`config.mk`:
```
export PLATFORM = sky130hd
export DESIGN_NAME = max7219_sequencer
export DESIGN_NICKNAME = d
export VERILOG_FILES = /design/src/rtl/max7219_sequencer.sv
export SDC_FILE = /design/constraint.sdc
export NUM_CORES = 1
export LEC_CHECK = 0
export CAP_MARGIN = 10
export CORE_MARGIN = 2
export CORE_UTILIZATION = 35
export DETAILED_ROUTE_END_ITERATION = 10
export SETUP_SLACK_MARGIN = 0.4
export SLEW_MARGIN = 20
export SYNTH_ARGS = -nofsm -noshare
export SYNTH_HDL_FRONTEND = slang
export SYNTH_SLANG_ARGS = --single-unit
```
`constraint.sdc`:
```
create_clock -name sck -period 11.7 [get_ports sck]
set_clock_uncertainty 0.1 [all_clocks]
set_input_delay 1.17 -clock sck [delete_from_list [all_inputs] [get_ports sck]]
set_output_delay 1.17 -clock sck [all_outputs]
set_load 0.05 [all_outputs]
```
`src/rtl/max7219_sequencer.sv`:
```
// Command sequencer for two daisy-chained MAX7219 matrix drivers.
// Emits one register/data word pair per SPI frame: no-op, init block, then row refresh.
module max7219_sequencer #(
  parameter logic [2:0] SCAN_LIMIT = 3'd7,
  parameter logic [7:0] DECODE     = 8'h00
) (
  input  logic        sck,
  input  logic        rst,
  input  logic        finish,
  input  logic [63:0] fb_a,
  input  logic [63:0] fb_b,
  input  logic [3:0]  intensity,
  input  logic        reinit,
  output logic [15:0] address,
  output logic [15:0] data,
  output logic        init_done,
  output logic        frame_done
);

  typedef enum logic [1:0] {
    ST_NOP,
    ST_INIT,
    ST_ROW
  } state_t;

  state_t      state_reg;
  logic [2:0]  idx_reg;
  logic [3:0]  row_reg;
  logic [63:0] snap_a_reg;
  logic [63:0] snap_b_reg;
  logic        pending_reg;
  logic [15:0] address_reg;
  logic [15:0] data_reg;
  logic        init_done_reg;
  logic        frame_done_reg;

  // Register address and value for init step k; both devices get the same command.
  function automatic logic [15:0] init_reg(input logic [2:0] k);
    logic [7:0] r;
    r = 8'h00;
    case (k)
      3'd0:    r = 8'h0C;
      3'd1:    r = 8'h09;
      3'd2:    r = 8'h0B;
      3'd3:    r = 8'h0A;
      3'd4:    r = 8'h0F;
      default: r = 8'h00;
    endcase
    return {r, r};
  endfunction

  function automatic logic [15:0] init_val(input logic [2:0] k, input logic [3:0] inten);
    logic [7:0] v;
    v = 8'h00;
    case (k)
      3'd0:    v = 8'h01;
      3'd1:    v = DECODE;
      3'd2:    v = {5'b0, SCAN_LIMIT};
      3'd3:    v = {4'b0, inten};
      default: v = 8'h00;
    endcase
    return {v, v};
  endfunction

  // Row r (1..8) occupies bits [8r-1:8r-8] of a bitmap.
  function automatic logic [7:0] row_byte(input logic [63:0] fb, input logic [3:0] r);
    logic [7:0] b;
    b = 8'h00;
    for (int i = 1; i <= 8; i++) begin
      if (r == 4'(i)) b = fb[8*i-1 -: 8];
    end
    return b;
  endfunction

  always_ff @(posedge sck or posedge rst) begin
    if (rst) begin
      state_reg      <= ST_NOP;
      idx_reg        <= 3'd0;
      row_reg        <= 4'd1;
      snap_a_reg     <= 64'd0;
      snap_b_reg     <= 64'd0;
      pending_reg    <= 1'b0;
      address_reg    <= 16'h0000;
      data_reg       <= 16'h0000;
      init_done_reg  <= 1'b0;
      frame_done_reg <= 1'b0;
    end else begin
      frame_done_reg <= 1'b0;
      if (reinit) pending_reg <= 1'b1;

      if (finish) begin
        // A pending (or simultaneous) reinit overrides the normal transition.
        if (pending_reg || reinit) begin
          state_reg     <= ST_INIT;
          idx_reg       <= 3'd0;
          address_reg   <= init_reg(3'd0);
          data_reg      <= init_val(3'd0, intensity);
          init_done_reg <= 1'b0;
          pending_reg   <= 1'b0;
        end else begin
          case (state_reg)
            ST_NOP: begin
              state_reg   <= ST_INIT;
              idx_reg     <= 3'd0;
              address_reg <= init_reg(3'd0);
              data_reg    <= init_val(3'd0, intensity);
            end
            ST_INIT: begin
              if (idx_reg < 3'd4) begin
                idx_reg     <= idx_reg + 3'd1;
                address_reg <= init_reg(idx_reg + 3'd1);
                data_reg    <= init_val(idx_reg + 3'd1, intensity);
              end else begin
                state_reg     <= ST_ROW;
                row_reg       <= 4'd1;
                snap_a_reg    <= fb_a;
                snap_b_reg    <= fb_b;
                address_reg   <= 16'h0101;
                data_reg      <= {row_byte(fb_a, 4'd1), row_byte(fb_b, 4'd1)};
                init_done_reg <= 1'b1;
              end
            end
            ST_ROW: begin
              if (row_reg < 4'd8) begin
                row_reg     <= row_reg + 4'd1;
                address_reg <= {4'h0, row_reg + 4'd1, 4'h0, row_reg + 4'd1};
                data_reg    <= {row_byte(snap_a_reg, row_reg + 4'd1),
                                row_byte(snap_b_reg, row_reg + 4'd1)};
              end else begin
                // Wrap to row 1 with a fresh snapshot so a whole pass is tear-free.
                row_reg        <= 4'd1;
                snap_a_reg     <= fb_a;
                snap_b_reg     <= fb_b;
                address_reg    <= 16'h0101;
                data_reg       <= {row_byte(fb_a, 4'd1), row_byte(fb_b, 4'd1)};
                frame_done_reg <= 1'b1;
              end
            end
            default: begin
              state_reg     <= ST_NOP;
              address_reg   <= 16'h0000;
              data_reg      <= 16'h0000;
              init_done_reg <= 1'b0;
            end
          endcase
        end
      end
    end
  end

  assign address    = address_reg;
  assign data       = data_reg;
  assign init_done  = init_done_reg;
  assign frame_done = frame_done_reg;

endmodule

```
; After elaboration in Yosys (flattened, before gate mapping)
; Cells that the tools add are included.
[totals]
latchBits = 0
register_bits = 172
romBits = 0
mem_bits_rw = 0
out_inout_bits = 34
elab_cells = 97
memories = 0
[classes]
addsub = 2
mux = 51
bitwise_logic = 1
n_lt_le_gt_ge = 2
reduce_logical = 11
mul = 0
eq_ne = 20
shifts = 0
div_mod_pow = 0
[op_table]
columns = operator, count
row1 = 64-bit two-way mux, 4
row2 = 64-bit case mux with 2 select lines, 2
row3 = 8-bit two-way mux, 16
row4 = 16-bit case mux with 3 select lines, 2
row5 = 16-bit two-way mux, 5
row6 = 4-bit case mux with 5 select lines, 1
row7 = "4-bit by 3-bit == test with 1-bit output, second input constant", 4
row8 = 12-bit two-way mux, 1
row9 = 4-bit case mux with 3 select lines, 1
row10 = 1-bit two-way mux, 9
row11 = 3-bit AND reduction, 3
row12 = "4-bit by 2-bit == test with 1-bit output, second input constant", 2
row13 = 4-bit two-way mux, 2
row14 = 4-bit case mux with 2 select lines, 1
row15 = "3-bit by 2-bit == test with 1-bit output, second input constant", 2
row16 = 3-bit two-way mux, 2
row17 = "2-bit inequality test, second input constant", 3
row18 = "3-bit inequality test, second input constant", 2
row19 = 2-bit case mux with 3 select lines, 1
row20 = 3-bit case mux with 2 select lines, 1
row21 = 5-bit AND reduction, 1
row22 = "4-bit by 1-bit adder with 4-bit output, second input constant", 1
row23 = "4-bit by 1-bit == test with 1-bit output, second input constant", 1
row24 = "4-bit == test, second input constant", 1
row25 = other kinds (18), 19

; Longest topological paths before layout
; Gate-level depths: netlist of run 1.
[logic_depth]
word_depth = 13
ltp_mapped = 10
depth_no_buf = 7

; Worst setup path before layout of run 1
; Ideal clock, no wire load.
[synth_timing]
path_type = input to register
start = input reinit
end = register data_reg[5] (netlist: data[5])
cell_stages = 5
setup_time_ns = 0.065
path_slack_ns = 9.037
arrival_ns = 2.497
path_cell_list = or4b_4 a211oi_4 o221ai_1 a311oi_1 a211o_1
[synth_via]
elab_chain_cells = 2
[synth_lines]
columns = element, line_no
row1 = start: declaration, 13  ; input logic reinit,
row2 = 1-bit logical OR, 93  ; if (pending_reg || reinit) begin
row3 = 16-bit two-way mux, 93
row4 = end signal: assignment, 97  ; data_reg <= init_val(3'd0, intensity);
row5 = end signal: assignment, 106  ; data_reg <= init_val(3'd0, intensity);
row6 = end signal: assignment, 112  ; data_reg <= init_val(idx_reg + 3'd1, intensity);
row7 = end: declaration, 33  ; logic [15:0] data_reg;
; Every way passes these cells.
; A chain may end at the register's enable or synchronous reset.

; Final worst setup path of run 1
[layout_timing]
start = input finish
end = register snap_a_reg[6]
[layout_via]
elab_chain_cells = 1
[layout_lines]
columns = element, line_no
row1 = start: declaration, 9  ; input logic finish,
row2 = 5-bit AND reduction (no source line), -
row3 = end signal: assignment, 80  ; snap_a_reg <= 64'd0;
row4 = end signal: assignment, 116  ; snap_a_reg <= fb_a;
row5 = end signal: assignment, 132  ; snap_a_reg <= fb_a;
row6 = end: declaration, 29  ; logic [63:0] snap_a_reg;
; Every way passes these cells.

==> qor.yml, run 1 <==
layout:
  fin_area_sq_um: 10260
  area_delta_synth_final_pct: 30.35
  fillers: 2033
  drive_above_1_share_pct: 21.28
  num_antenna_cells: 0
  fin_nets: 965
power_and_ir_drop:
  leakagePower_nw: 4.371
  ir_drop_v: 0.00009451
  power.density_nw_per_um2: 204.7
  total_power_w: 0.002101
synth:
  ys_seq_elements: 160
  postSynthAreaPerCell_sq_um: 11.65
  synth_edf_count: 0
  synth_seq_area_share_pct: 50.87
  ys_async_sr_fraction_pct: 100.0
  synth_most_common_cell: "dfrtp_1"
  synth_area_leader_cell: "dfrtp_1"
  netlist_area_sq_um: 7874
  netlist_top_cells_area: "dfrtp_1 51%, mux2_2 18%, ha_1 2.4%"
  postSynthCellCount: 676
  synth_ff_type: "dfrtp_1"
  synth_commonest_cells: "159 x dfrtp_1, 128 x mux2_2, 42 x nand2_1"
  netlist.area_leader.share_pct: 50.53
  yosysWarningCount: 0
  synth.distinct_cells: 59
setup_path:
  cp.required_ns: 11.91
  path_buf_inv: 4
  crit_path_end_kind: "flop"
  slowest_delay_ns: 0.73
  critPathTopFamily: "buffers and inverters"
  worstSetupStartpointType: "primary input"
  crit_type: "in2reg"
  crit_chain: "clkdlybuf4s50_1, inv_1, nor2_1, nand4_1, buf_4, buf_4, mux2_2"
  crit_fanout: 74
  crit_slowest_cell: "buf_4"
  cp_common_cell: "buf_4"
  crit_arrival_ns: 4.80
timing:
  rsz0062_at_grt: "no"
  hold_viol_final: 0
  worst_slew_pin_slew_ns: 1.020
  whs_ns: 0.3911
  timing.final.crit_period_ns: 4.591
  fmax_mhz: 217.8
  setup_viol: 0
  slew_headroom_pct: 31.93
  drv_slew: 0
  min_period_over_period_pct: 39.24
  final.setup.tns_ns: 0
  fin_ws_ns: 7.109
floorplanning:
  num_rows: 54
  ios: 170
  die_h_microns: 154.0
  die-area_sq_um: 23710
  die_w_microns: 154.0
  start_util_pct: 35.86
  core_area_sq_um: 21960
global_routing:
  globalRouteTotalUtil_pct: 20.01
  grt_max_degree: 82
  antenna_found_initial: 0
  grt_pass1_wl_mm: 35.60
  grt-ovfl-total: 0
  grt_pass1_vias: 6113
routing:
  first_pass_iters: 7
  first_iter_violations: 405
  avgViaCountPerCell: 5.435
  via_count: 6016
  routed_wl_mm: 23.32
  wl_per_cell_microns: 21.06
  drc_errors: 0
  ant_nets: 0
placed_design:
  post-place-ws_ns: 6.736
  routabilityCongestion: 0.8523
  place_area_sq_um: 9644
  hpwl_mm: 17.09
  portBuffers: 161
clock_network:
  clkSlewWorstSetupHoldPaths_ns: 0.07
  clk_latency_ns: 0.43
  ctsHtreeMaxLevel: 4
  clock_sinks: 160
  cts_buffers: 17
  cts_tree: "built"
  post_cts_resized: 0
  cts_setup_buffers: 0
  cts_buffer_depth: 2
  cts-root-buf: "clkbuf_16"
  ctsHoldBuffers: 0
min_path:
  hold_path_class: "reg2reg"
run_status:
  outcome: "complete, no violations"
flow_run:
  maxCapViolCount: 0
[cells by family (layout without fill, tap and decap cells)]
group	Yosys count	after routing	share of synthesized area, %
AOI/OAI and AO/OA	161	161	14.73
xor gates and xnor gates	2	2	0.3179
adders and majority gates	15	15	2.384
buffers and inverters	71	215	4.306
DFF	160	160	50.87
muxes	128	128	18.31
other	1	8	0.04763
and+or+nand+nor	138	138	9.042
[worst paths after layout]
kind	slack (ns)	startpoint	cells past startpoint	end
setup / recovery	7.11	finish	7	snap_a_reg[6]$_DFFE_PP0P_
hold / removal	0.39	init_done$_DFFE_PP0P_	2	init_done$_DFFE_PP0P_
setup reg to reg	8.04	state_reg[0]$_DFFE_PP0P_	7	snap_a_reg[6]$_DFFE_PP0P_
hold reg to reg	0.39	init_done$_DFFE_PP0P_	2	init_done$_DFFE_PP0P_
max in group asynchronous	9.12	rst	3	snap_b_reg[44]$_DFFE_PP0P_
min in group asynchronous	1.16	rst	2	snap_a_reg[17]$_DFFE_PP0P_
[routing by layer]
| metal | part of all wire (%) | GRT usage, % | wire (microns) | up-vias |
|---|---|---|---|---|
| li1 | - | - | - | 2760 |
| met1 | 45 | 28.05 | 10570 | 3012 |
| met2 | 47 | 31.67 | 11000 | 225 |
| met3 | 5.9 | 3.833 | 1381 | 19 |
| met4 | 1.6 | 5.741 | 367 | 0 |
| met5 | 0 | 0 | 0 | - |
[tightest hold or removal path, delay by kind of cell (launching register included)]
kind	cells	cell delay, ns
flip-flops	1	0.35
AO/OA/AOI/OAI	1	0.06
AND/OR/NAND/NOR	1	0.05
[layout make-up]
| cell class | instances | area (sq um) | share of cell area (%) |
|---|---|---|---|
| clock buffers | 20 | 456.7 | 4.450 |
| clock inverters | 12 | 158.9 | 1.548 |
| inverters | 15 | 61.31 | 0.5973 |
| multi-input cells | 452 | 3563 | 34.72 |
| flip-flops and latches | 160 | 4005 | 39.02 |
| well taps | 280 | 350.3 | 3.413 |
| repair buffers | 168 | 1668 | 16.25 |
[report_power, final]
group | switching, W | internal, W | total, W
clock network | 0.000230 | 0.000348 | 0.000577
registers | 0.000139 | 0.000776 | 0.000914
logic | 0.000293 | 0.000316 | 0.000609
total | 0.000661 | 0.00144 | 0.00210
[layout by cell type (no fill, tap or decap), types with 5 or more instances in the layout]
| cell | synthesis | layout |
|---|---|---|
| clkdlybuf4s50_1 | 0 | 161 |
| dfrtp_1 | 159 | 159 |
| mux2_2 | 128 | 128 |
| nand2_1 | 42 | 42 |
| o21ai_0 | 33 | 33 |
| nor2_1 | 25 | 25 |
| a21oi_1 | 19 | 19 |
| nor2b_1 | 18 | 18 |
| clkbuf_16 | 0 | 17 |
| a22oi_1 | 15 | 15 |
| ha_1 | 15 | 15 |
| inv_1 | 15 | 14 |
| a221oi_1 | 14 | 14 |
| o211ai_1 | 11 | 11 |
| nor3_1 | 10 | 10 |
| nand2b_1 | 9 | 9 |
| o221ai_1 | 9 | 9 |
| conb_1 | 1 | 8 |
| o22ai_1 | 7 | 7 |
| nand4_1 | 6 | 6 |
| a21o_1 | 6 | 6 |
| a211oi_1 | 6 | 6 |
| o31ai_1 | 6 | 6 |
| buf_4 | 13 | 6 |
| clkinvlp_4 | 0 | 5 |
[through the flow]
stage | util [%] | cells
finish | 46.74 | 1107
detailed placement | 43.92 | 1075
global route | 46.74 | 1107
CTS | 46.72 | 1107
global placement | 43.92 | 1075
floorplan | - | 683
Power figures use the tool's default switching activity.
==> inputs of run 2 (changes only) <==
clock period = 3.8 ns   (was 11.7 ns; I/O delays follow)
==> qor.yml, run 2 (synthesis results as in run 1) <==
layout:
  fin_area_sq_um: 10330  # +0.69%
  num_antenna_cells: 0  # unchanged
  area_delta_synth_final_pct: 31.26
  fillers: 2014  # -0.93%
  fin_nets: 973  # +0.83%
  mostFrequentLayoutCell: "clkdlybuf4s50_1"
  drive_above_1_share_pct: 21.80  # +0.51 points
  final_cell_mix: "161 x clkdlybuf4s50_1, 159 x dfrtp_1, 128 x mux2_2"
timing:
  drv_slew: 0  # unchanged
  final.setup.tns_ns: 0  # unchanged
  worst_slew_pin_slew_ns: 0.8041  # -0.2161 ns
  setup_viol: 0  # unchanged
  rsz0062_at_grt: "no"
  hold_viol_final: 0  # unchanged
  fmax_mhz: 339.2
  min_period_over_period_pct: 77.57
  slew_headroom_pct: 46.28  # +14 points
  timing.final.crit_period_ns: 2.948
flow_run:
  maxCapViolCount: 0  # unchanged
setup_path:
  crit_chain: "and3_1, ha_1, and2_1, a211oi_4, o221ai_1, a311oi_1, a211o_1"
  crit_arrival_ns: 3.21  # -1.59 ns
  worstSetupStartpointType: "flop"
  cp.required_ns: 4.07  # -7.84 ns
  crit_type: "reg2reg"
  crit_path_end_kind: "flop"
  slowest_delay_ns: 0.54  # -0.19 ns
  crit_slowest_cell: "ha_1"
  crit_fanout: 21  # -72%
  path_buf_inv: 0  # -4
  critPathTopFamily: "compound AO/OA/AOI/OAI gates"
floorplanning:
  die_h_microns: 154.0  # unchanged
  core_area_sq_um: 21960  # unchanged
  ios: 170  # unchanged
  num_rows: 54  # unchanged
  die_w_microns: 154.0  # unchanged
  start_util_pct: 35.86  # unchanged
  die-area_sq_um: 23710  # unchanged
placed_design:
  place_area_sq_um: 9746  # +1.1%
  routabilityCongestion: 0.8934  # +4.8%
  hpwl_mm: 17.60  # +3.0%
  portBuffers: 161  # unchanged
routing:
  drc_errors: 0  # unchanged
  wl_per_cell_microns: 21.14  # +0.39%
  first_pass_iters: 6  # -1
  routed_wl_mm: 23.57  # +1.1%
  ant_nets: 0  # unchanged
  avgViaCountPerCell: 5.558  # +2.3%
  first_iter_violations: 548  # +35%
  via_count: 6197  # +3.0%
global_routing:
  antenna_found_initial: 0  # unchanged
  grt_max_degree: 83  # +1.2%
  grt_pass1_vias: 6130  # +0.28%
  grt-ovfl-total: 0  # unchanged
  grt_pass1_wl_mm: 36.02  # +1.2%
  globalRouteTotalUtil_pct: 20.27  # +0.26 points
clock_network:
  clkSlewWorstSetupHoldPaths_ns: 0.06  # about the same
  cts_tree: "built"
  cts-root-buf: "clkbuf_16"
  clk_latency_ns: 0.43  # about the same
  cts_buffers: 17  # unchanged
  cts_setup_buffers: 0  # unchanged
  ctsHtreeMaxLevel: 4  # unchanged
  cts_buffer_depth: 2  # unchanged
  ctsHoldBuffers: 0  # unchanged
  clock_sinks: 160  # unchanged
  post_cts_resized: 0  # unchanged
power_and_ir_drop:
  ir_drop_v: 0.0002876  # +200%
  leakagePower_nw: 4.427  # +1.3%
  power.density_nw_per_um2: 629.1  # +210%
min_path:
  hold_path_class: "in2async"
run_status:
  outcome: "complete, no violations"
## run 2: metal layers
metal	GRT usage, %	part of all wire (%)	vias up
met1	27.81	44	3111
li1	-	-	2784
met4	6.275	2.1	0
met2	31.75	47	268
met5	0	0	-
met3	4.961	7.3	34
## run 2: cell type report
class	count	area [sq um]	share of cell area (%)
flip-flops and latches	160	4005	38.75
multi-input cells	452	3556	34.41
repair buffers	176	1774	17.17
clock buffers	21	460.4	4.455
well taps	280	350.3	3.390
clock inverters	11	128.9	1.247
inverters	15	60.06	0.5811
## run 2: final timing paths
path,to,depth (start not counted),slack (ns),from
worst max-delay path,data[7]$_DFFE_PP0P_,7,0.85,row_reg[2]$_DFFE_PP0P_
worst min-delay path,snap_a_reg[19]$_DFFE_PP0P_,2,0.34,rst
worst max register to register,data[7]$_DFFE_PP0P_,7,0.85,row_reg[2]$_DFFE_PP0P_
worst min register to register,snap_b_reg[6]$_DFFE_PP0P_,1,0.40,snap_b_reg[6]$_DFFE_PP0P_
max in group asynchronous,data[7]$_DFFE_PP0P_,3,2.40,rst
min in group sck,snap_b_reg[6]$_DFFE_PP0P_,1,0.40,snap_b_reg[6]$_DFFE_PP0P_
## run 2: metrics by stage
step | cells | worst slack, ns | util, % | power (W) | hold WS (ns)
floorplan | 683 | 1.292 | - | 0.004036 | 0.3701
global placement | 1083 | 0.9849 | 44.38 | 0.004762 | 0.3811
detailed placement | 1083 | 0.9072 | 44.38 | 0.004798 | 0.3834
CTS | 1115 | 0.8943 | 47.07 | 0.006535 | 0.3573
global route | 1115 | 0.6146 | 47.07 | 0.006840 | 0.3878
finish | 1115 | 0.8522 | 47.07 | 0.006502 | 0.3356
## run 2: power breakdown
| group | internal (W) | switching, W |
|---|---|---|
| Combinational | 0.000988 | 0.000899 |
| Clock | 0.00101 | 0.000715 |
| Sequential | 0.00239 | 0.000500 |
## run 2: worst reg2reg max path, delay by kind of cell (launching register included)
| family | cells | cell delay [ns] |
|---|---|---|
| AOI/OAI and AO/OA | 4 | 1.19 |
| adders and majority gates | 1 | 0.54 |
| DFF | 1 | 0.50 |
| and+or+nand+nor | 2 | 0.55 |
==> inputs of run 3 (changes only) <==
clock period = 2.5 ns   (was 3.8 ns; I/O delays follow)
==> qor.yml, run 3 (synthesis results as in run 1) <==
global_routing:
  grt_max_degree: 73  # -12%
  grt-ovfl-total: 0  # unchanged
  antenna_found_initial: 1  # +1
  globalRouteTotalUtil_pct: 20.96  # +0.69 points
  use_met3_pct: 4.904  # -0.056 points
  grt_pass1_vias: 6576  # +7.3%
  busiest_layer: "met2"
  met1_usage_pct: 28.15  # +0.34 points
  grtUsageMet2_pct: 33.82  # +2.1 points
  grt_pass1_wl_mm: 37.74  # +4.8%
timing:
  setup_viol: 0  # unchanged
  drv_slew: 0  # unchanged
  rsz0062_at_grt: "yes"
  hold_viol_final: 0  # unchanged
  final.setup.tns_ns: 0  # unchanged
  min_period_over_period_pct: 90.16  # +13 points
  timing.final.crit_period_ns: 2.254  # -0.6939 ns
  fmax_mhz: 443.7  # +31%
  slew_headroom_pct: 59.17  # +13 points
  worst_slew_pin_slew_ns: 0.6105  # -0.1937 ns
floorplanning:
  ios: 170  # unchanged
  die_h_microns: 154.0  # unchanged
  core_area_sq_um: 21960  # unchanged
  num_rows: 54  # unchanged
  die-area_sq_um: 23710  # unchanged
  start_util_pct: 35.86  # unchanged
  die_w_microns: 154.0  # unchanged
placed_design:
  portBuffers: 161  # unchanged
  hpwl_mm: 18.04  # +2.5%
  routabilityCongestion: 0.8614  # -3.6%
clock_network:
  ctsHtreeMaxLevel: 4  # unchanged
  cts-root-buf: "clkbuf_16"
  cts_buffer_depth: 2  # unchanged
  clock_sinks: 160  # unchanged
  clk_latency_ns: 0.43  # about the same
  cts_tree: "built"
  clkSlewWorstSetupHoldPaths_ns: 0.07  # about the same
  cts_buffers: 17  # unchanged
flow_run:
  maxCapViolCount: 0  # unchanged
setup_path:
  crit_path_end_kind: "flop"
  worstSetupStartpointType: "flop"
  crit_fanout: 5  # -76%
  crit_type: "reg2reg"
  r2r_slack_ns: 0.25  # -0.61 ns
  regToRegStartpoint: "row_reg[0]$_DFFE_PP1P_"
  crit_start: "row_reg[0]$_DFFE_PP1P_"
  crit_arrival_ns: 2.47  # -0.74 ns
  cp.required_ns: 2.72  # -1.35 ns
layout:
  drive_above_1_share_pct: 35.53  # +14 points
  area_delta_synth_final_pct: 45.91
  mostFrequentLayoutCell: "clkdlybuf4s50_1"
  fillers: 1937  # -3.8%
  final_cell_mix: "161 x clkdlybuf4s50_1, 158 x dfrtp_1, 128 x mux2_2"
  num_antenna_cells: 0  # unchanged
  fin_nets: 1047  # +7.6%
power_and_ir_drop:
  leakagePower_nw: 4.911  # +11%
  total_power_w: 0.01030  # +58%
  power.density_nw_per_um2: 896.9  # +43%
  ir_drop_v: 0.0004073  # +42%
min_path:
  hold_path_class: "in2reg"
  worstHoldStart: "fb_b[24]"
routing:
  via_count: 6409  # +3.4%
  routed_wl_mm: 24.93  # +5.8%
  first_iter_violations: 562  # +2.6%
  avgViaCountPerCell: 5.390  # -3.0%
  ant_nets: 0  # unchanged
  wl_per_cell_microns: 20.97  # -0.81%
  first_pass_iters: 5  # -1
  drc_errors: 0  # unchanged
run_status:
  outcome: "complete, no violations"
==> run 3: cell types whose count changed in the layout (fill, tap and decap cells not counted), moves of 6 or more <==
cell and delta:
o22ai_1 -6, a221oi_1 -6, buf_6 +24, ha_1 -7
buf_4 +43, o21ai_0 -6
==> run 3: worst paths after layout <==
check                                        endpoint  cells after the start
hold reg to reg                 init_done$_DFFE_PP0P_                      2
max in group asynchronous      row_reg[0]$_DFFE_PP1P_                      4
hold / removal             snap_b_reg[24]$_DFFE_PP0P_                      2
min in group asynchronous  snap_a_reg[19]$_DFFE_PP0P_                      3
setup reg to reg                 data[11]$_DFFE_PP0P_                      8
setup / recovery                 data[11]$_DFFE_PP0P_                      8
==> run 3: final cells by class <==
cell class                 count  area, sq um  share of cell area (%)
tap                          280        350.3                   3.049
inverter                      15        60.06                  0.5228
clock inverter                14        125.1                   1.089
clock buffer                  18        439.2                   3.823
timing repair buffer         249         2482                   21.61
multi-input combinational    453         4025                   35.04
sequential                   160         4006                   34.87
==> run 3: critical path: stages, from the launching register on <==
cell and delay (ns):
dfstp_2 0.58, buf_6 0.12, ha_4 0.19, xnor2_4 0.12, buf_6 0.13, or3b_4 0.46, nor2_2 0.13, nor3_1 0.05
a221o_1 0.25
==> run 3: what timing repair did <==
item                                    in CTS  in global routing
resized for setup                           59                 51
endpoints found under the setup margin     145                123
buffers inserted                            17                 11
hold buffers                                 1                  0
pin swaps                                   28                 30
endpoints found under the hold margin        2                  0
gates cloned                                 1                  2
==> run 3: through the flow <==
stage	instance area, sq um	util (%)	setup slack [ns]	std cells	hold WS, ns
after floorplan	7994	-	0.1220	683	0.2974
after global routing	11490	52.32	0.1693	1189	0.3139
after global placement	10120	46.07	0.07932	1125	0.3747
after CTS	11110	50.59	0.2795	1176	0.3138
after detailed placement	10120	46.07	0.02905	1125	0.3815
final	11490	52.32	0.2461	1189	0.3239
==> run 3: metal layers <==
metal | routed length (microns) | vias up
met3 | 1631 | 35
met4 | 628 | 0
li1 | - | 2932
met2 | 11870 | 220
met1 | 10800 | 3222
met5 | 0 | -
==> run 3: power by group <==
part | total, W | switching (W) | internal [W] | leakage (nW)
Clock | 0.00250 | 0.00117 | 0.00133 | 0.274
Combinational | 0.00338 | 0.00154 | 0.00183 | 2.60
Sequential | 0.00442 | 0.000791 | 0.00363 | 2.03
Total | 0.0103 | 0.00351 | 0.00680 | 4.91
